### src/rtl/vector_logic_pkg.sv
// Shared definitions for the element-wise vector logic stages (and/or/xor/nand).
// Holds the handshake FSM state encoding and common zero/one constants.
package vector_logic_pkg;

  typedef enum logic [1:0] {
    STARTER_STATE = 2'd0,
    INPUT_STATE   = 2'd1,
    ENDER_STATE   = 2'd2
  } state_t;

  localparam int unsigned PKG_CONTROL_SIZE = 64;
  localparam int unsigned PKG_DATA_SIZE    = 64;

  localparam logic [PKG_CONTROL_SIZE-1:0] ZERO_CONTROL = 64'd0;
  localparam logic [PKG_CONTROL_SIZE-1:0] ONE_CONTROL  = 64'd1;
  localparam logic [PKG_DATA_SIZE-1:0]    ZERO_DATA    = 64'd0;

endpackage

### src/rtl/vector_and_gate.sv
// Streaming element-wise AND of two vectors: requests each element pair,
// accepts A and B in either order, emits one registered result per pair.
module vector_and_gate
  import vector_logic_pkg::*;
#(
  parameter int DATA_SIZE    = 64,
  parameter int CONTROL_SIZE = 64
) (
  input  logic                    CLK,
  input  logic                    RST,
  input  logic                    START,
  output logic                    READY,
  input  logic                    DATA_A_IN_ENABLE,
  input  logic                    DATA_B_IN_ENABLE,
  output logic                    DATA_ENABLE,
  output logic                    DATA_OUT_ENABLE,
  input  logic [CONTROL_SIZE-1:0] SIZE_IN,
  input  logic [DATA_SIZE-1:0]    DATA_A_IN,
  input  logic [DATA_SIZE-1:0]    DATA_B_IN,
  output logic [DATA_SIZE-1:0]    DATA_OUT
);

  localparam logic [CONTROL_SIZE-1:0] CTRL_ZERO = CONTROL_SIZE'(ZERO_CONTROL);
  localparam logic [CONTROL_SIZE-1:0] CTRL_ONE  = CONTROL_SIZE'(ONE_CONTROL);
  localparam logic [DATA_SIZE-1:0]    DATA_ZERO = DATA_SIZE'(ZERO_DATA);

  state_t                  state_q, state_d;
  logic [CONTROL_SIZE-1:0] index_q, index_d;
  logic [CONTROL_SIZE-1:0] size_q, size_d;
  logic [DATA_SIZE-1:0]    a_q, a_d;
  logic [DATA_SIZE-1:0]    b_q, b_d;
  logic                    a_flag_q, a_flag_d;
  logic                    b_flag_q, b_flag_d;
  logic                    ready_q, ready_d;
  logic                    data_enable_q, data_enable_d;
  logic                    data_out_enable_q, data_out_enable_d;
  logic [DATA_SIZE-1:0]    data_out_q, data_out_d;

  // Incoming operand takes priority over the stored one so same-cycle arrival works.
  logic [DATA_SIZE-1:0] a_eff_s, b_eff_s;
  logic                 have_a_s, have_b_s;

  always_comb begin
    a_eff_s  = DATA_A_IN_ENABLE ? DATA_A_IN : a_q;
    b_eff_s  = DATA_B_IN_ENABLE ? DATA_B_IN : b_q;
    have_a_s = a_flag_q | DATA_A_IN_ENABLE;
    have_b_s = b_flag_q | DATA_B_IN_ENABLE;
  end

  always_comb begin
    state_d           = state_q;
    index_d           = index_q;
    size_d            = size_q;
    a_d               = a_q;
    b_d               = b_q;
    a_flag_d          = a_flag_q;
    b_flag_d          = b_flag_q;
    ready_d           = 1'b0;
    data_enable_d     = 1'b0;
    data_out_enable_d = 1'b0;
    data_out_d        = data_out_q;

    case (state_q)
      STARTER_STATE: begin
        if (START) begin
          if (SIZE_IN != CTRL_ZERO) begin
            size_d        = SIZE_IN;
            index_d       = CTRL_ZERO;
            data_enable_d = 1'b1;
            a_flag_d      = 1'b0;
            b_flag_d      = 1'b0;
            state_d       = INPUT_STATE;
          end else begin
            ready_d = 1'b1;
          end
        end else begin
          state_d = STARTER_STATE;
        end
      end
      INPUT_STATE: begin
        if (DATA_A_IN_ENABLE) begin
          a_d      = DATA_A_IN;
          a_flag_d = 1'b1;
        end else begin
          a_d = a_q;
        end
        if (DATA_B_IN_ENABLE) begin
          b_d      = DATA_B_IN;
          b_flag_d = 1'b1;
        end else begin
          b_d = b_q;
        end
        if (have_a_s && have_b_s) begin
          data_out_d        = a_eff_s & b_eff_s;
          data_out_enable_d = 1'b1;
          state_d           = ENDER_STATE;
        end else begin
          state_d = INPUT_STATE;
        end
      end
      ENDER_STATE: begin
        if (index_q == size_q - CTRL_ONE) begin
          ready_d = 1'b1;
          index_d = CTRL_ZERO;
          state_d = STARTER_STATE;
        end else begin
          index_d       = index_q + CTRL_ONE;
          a_flag_d      = 1'b0;
          b_flag_d      = 1'b0;
          data_enable_d = 1'b1;
          state_d       = INPUT_STATE;
        end
      end
      default: begin
        state_d = STARTER_STATE;
      end
    endcase
  end

  always_ff @(posedge CLK or posedge RST) begin
    if (RST) begin
      state_q           <= STARTER_STATE;
      index_q           <= CTRL_ZERO;
      size_q            <= CTRL_ZERO;
      a_q               <= DATA_ZERO;
      b_q               <= DATA_ZERO;
      a_flag_q          <= 1'b0;
      b_flag_q          <= 1'b0;
      ready_q           <= 1'b0;
      data_enable_q     <= 1'b0;
      data_out_enable_q <= 1'b0;
      data_out_q        <= DATA_ZERO;
    end else begin
      state_q           <= state_d;
      index_q           <= index_d;
      size_q            <= size_d;
      a_q               <= a_d;
      b_q               <= b_d;
      a_flag_q          <= a_flag_d;
      b_flag_q          <= b_flag_d;
      ready_q           <= ready_d;
      data_enable_q     <= data_enable_d;
      data_out_enable_q <= data_out_enable_d;
      data_out_q        <= data_out_d;
    end
  end

  assign READY           = ready_q;
  assign DATA_ENABLE     = data_enable_q;
  assign DATA_OUT_ENABLE = data_out_enable_q;
  assign DATA_OUT        = data_out_q;

endmodule

### config.mk
export PLATFORM = sky130hd
export DESIGN_NAME = vector_and_gate
export DESIGN_NICKNAME = d
export VERILOG_FILES = /design/src/rtl/vector_logic_pkg.sv /design/src/rtl/vector_and_gate.sv
export SDC_FILE = /design/constraint.sdc
export NUM_CORES = 1
export LEC_CHECK = 0
export CAP_MARGIN = 20
export CORE_MARGIN = 2
export CORE_UTILIZATION = 30
export DETAILED_ROUTE_END_ITERATION = 10
export GPL_ROUTABILITY_DRIVEN = 0
export SLEW_MARGIN = 10
export SYNTH_ARGS = -nofsm -noshare
export SYNTH_HDL_FRONTEND = slang
export SYNTH_SLANG_ARGS = --single-unit
### constraint.sdc
create_clock -name CLK -period 10.3 [get_ports CLK]
set_input_delay 2.06 -clock CLK [delete_from_list [all_inputs] [get_ports CLK]]
set_output_delay 2.06 -clock CLK [all_outputs]
set_load 0.02 [all_outputs]
==> reports/results.ini <==
[status]
status = complete, no violations

[floorplan]
die_y_um = 240
start_util = 0.304
die_x_um = 240
die_area_sq_um = 57700
core_area_sq_um = 55100
rows = 86
ioPinCount = 264

[synthesis]
synth-edff-count = 0
synth.area.top_cells = dfrtp_1 (49%), mux2_2 (10%), mux2i_1 (7.8%), xnor2_1 (4.0%), xor2_1 (3.6%)
yosysTopAreaCell = dfrtp_1
synth_top_area_share = 0.489
synth.net_count = 1761
syn_avg_cell_area_sq_um = 10.7
ys.flop_type = dfrtp_1
synth_warnings = 0
synth_cell_types = 60
ys_ff_latch = 327
syn-cell-area_sq_um = 16700
synth_cells = 1562
ys_async_sr_fraction = 1.00
seq_area_frac_synth = 0.489

[global_routing]
grt_pass1_vias = 13700
antenna_found_initial = 3
grt_max_degree = 85
grt_remaining_overflow = 0
grt.total_usage = 0.168
grt_pass1_wl_um = 76300

[finish]
fillers = 5414
syn_to_final_growth_pct = 27.5
drive_gt1_frac = 0.133
fin_nets = 2002
diodes = 0

[clock_tree]
clock_sinks = 327
cts_buffer_depth = 3
cts.htree.levels = 2
cts_tree = built
numCtsBuffers = 40
hold_buffers = 0
clkSlewWorstSetupHoldPaths_ps = 60
ctsResizeCount = 0
postCtsSetupRepairBufs = 0
cts_root_buf = clkbuf_16
insertion_delay_ps = 560

[setup_path]
required_ps = 10710
ff2ff_setup_slack_ps = 4940
path_cells = clkdlybuf4s50_1 > nor4_1 > nand4_1 > o41ai_1 > a21o_1 > nor4_1 > and3_1 > nand2_1 > nor2_1 > xnor2_1 > nor2_1
critPathKind = primary input to flop
critPathArrivalTime_ps = 5830
cp_max_fo = 14
crit_buf_inv = 1
critical_path.max_stage_delay_ps = 740
rr_worst_depth = 13
start_kind = primary input
crit_family = simple AND/OR/NAND/NOR gates
rr_endpoint = index_q[41]
cp_slowest_cell = nor4_1
timing.rr.start = size_q[0]
cp-startpoint = SIZE_IN[0]
critPathCaptureType = flop

[detailed_routing]
ant_nets = 0
drcViolationCount = 0
wl_per_cell_um = 18.8
num_vias = 13100
vias_per_cell = 5.07
firstDrtPassIters = 5
drtIter0Drc = 922
totalWireLength_um = 48300

[timing]
slew_viol_final = 0
hold_ws_ps = 471
period_share = 0.526
grt_setup_unrepaired = no
setup_tns_ps = 0
finalSetupViolations = 0
fin_crit_ps = 5420
maxSlewHeadroom = 0.284
tightest_slew_ps = 1070
finalHoldViolCount = 0
max_freq_ghz = 0.184
fin_skew_ps = 24.7

[power_and_ir_drop]
ir_worst_vdd_v = 0.000165
p_leak_nw = 8.63
power.density_nw_per_um2 = 260
total_power_mw = 5.54

[placed_design]
hpwl_um = 34100
portBuffers = 263

[min_path]
hp-class = flop to flop
hold_end = DATA_OUT[61]
min_from = DATA_OUT[61]
min_path_cells = 2

[job]
maxCapViolations = 0

==> report_power, final <==
| group | leakage [nW] | total, mW | internal [mW] | switching [mW] |
|---|---|---|---|---|
| registers | 4.03 | 2.25 | 1.78 | 0.467 |
| clock network | 0.587 | 1.33 | 0.774 | 0.555 |
| logic | 4.02 | 1.96 | 0.960 | 0.999 |
==> how the worst max path moves through the flow <==
| stage | to | slack (ps) | cells after the start |
|---|---|---|---|
| after floorplan | DATA_ENABLE | 3880 | 1 |
| after CTS | index_q[61] | 4630 | 11 |
| after detailed placement | index_q[61] | 4100 | 11 |
| final | index_q[61] | 4880 | 11 |
| after global placement | index_q[63] | 4190 | 11 |
| after global routing | index_q[63] | 4590 | 11 |
==> stage by stage <==
| stage | area (sq um) | utilization | std cells | setup slack, ps |
|---|---|---|---|---|
| finish | 21300 | 0.387 | 2574 | 4880 |
| global route | 21300 | 0.387 | 2574 | 4590 |
| CTS | 21300 | 0.387 | 2573 | 4630 |
| detailed placement | 20100 | 0.365 | 2508 | 4100 |
| global placement | 20100 | 0.365 | 2508 | 4190 |
| floorplan | 16700 | - | 1562 | 3880 |
==> cell usage in the layout, fill, tap and decap left out, types with 5 or more instances in the layout <==
master / instances
nor2_1: 155
nand3_1: 36
buf_4: 17
inv_1: 12
clkdlybuf4s50_1: 261
o21ai_0: 21
nand4_1: 39
a31oi_1: 8
a21oi_1: 57
clkbuf_1: 11
and3_1: 20
clkbuf_8: 5
dfrtp_1: 327
or3_1: 14
and2_1: 5
xnor2_1: 76
nor3_1: 39
mux2i_1: 130
or2_2: 5
clkbuf_16: 40
mux2_2: 149
nand2_1: 113
nand2b_1: 8
and4_1: 6
xor2_1: 68
o31ai_1: 67
or4_1: 14
nor4_1: 41
==> cell usage after synthesis, drive strengths merged (3+ instances only) <==
cell type,instances
or3,14
and3,20
a21oi,57
clkbuf,65
nand3,36
buf,15
and4,6
nor4b,3
and2,6
nor2,156
or2,6
a21o,4
inv,13
a32oi,3
xor2,68
nand2b,8
o22ai,4
xnor2,76
or4,15
a22o,3
mux2i,130
mux2,149
a211oi,4
nor2b,5
nand2,114
nor3,40
nand4b,4
dfrtp,327
nor4,47
nand4,39
o31ai,67
o21ai,22
o41ai,3
a31oi,8
==> worst register-to-register path: stages, from the launching register on <==
cell	delay, ps
dfrtp_1	490
inv_1	170
ha_1	240
nor3b_1	800
nand4_1	590
nor2_1	350
nand2_1	120
a22o_1	220
or4_1	570
or4_4	590
o21ai_4	280
and2b_1	160
buf_4	480
nor2_1	160
==> registers in the layout, summed over array words and instances (netlist names) <==
signal / cells
DATA_OUT: 64
a_q: 64
b_q: 64
index_q: 64
size_q: 64
state_q: 2
DATA_ENABLE: 1
DATA_OUT_ENABLE: 1
READY: 1
a_flag_q: 1
b_flag_q: 1
==> metal layers <==
metal	routed length (um)	global-route usage	share of wire	up-vias
li1	-	-	-	6138
met1	20300	0.203	0.42	6441
met2	22600	0.283	0.47	376
met3	3840	0.0512	0.079	100
met4	1560	0.0612	0.032	6
met5	36	0	0.00075	-
==> cell families (layout without fill, tap and decap cells) <==
| kind of cell | after synthesis | count (layout) | synth area share |
|---|---|---|---|
| adder cells (fa/ha/maj) | 2 | 2 | 0.00150 |
| flip-flops | 327 | 327 | 0.489 |
| AND/OR/NAND/NOR | 525 | 525 | 0.158 |
| AO/OA/AOI/OAI | 192 | 192 | 0.0758 |
| XOR/XNOR | 144 | 144 | 0.0754 |
| multiplexers | 279 | 279 | 0.178 |
| buffers and inverters | 93 | 357 | 0.0225 |
==> cell type report <==
class                           instances  area, sq um  area share
Tap cell                              748          936      0.0439
Multi-Input combinational cell       1142         8190       0.384
Inverter                               13         52.6     0.00246
Clock inverter                          9         91.3     0.00428
Timing Repair Buffer                  279         2770       0.130
Clock buffer                           56         1110      0.0521
Sequential cell                       327         8180       0.384
Power figures use the tool's default switching activity.
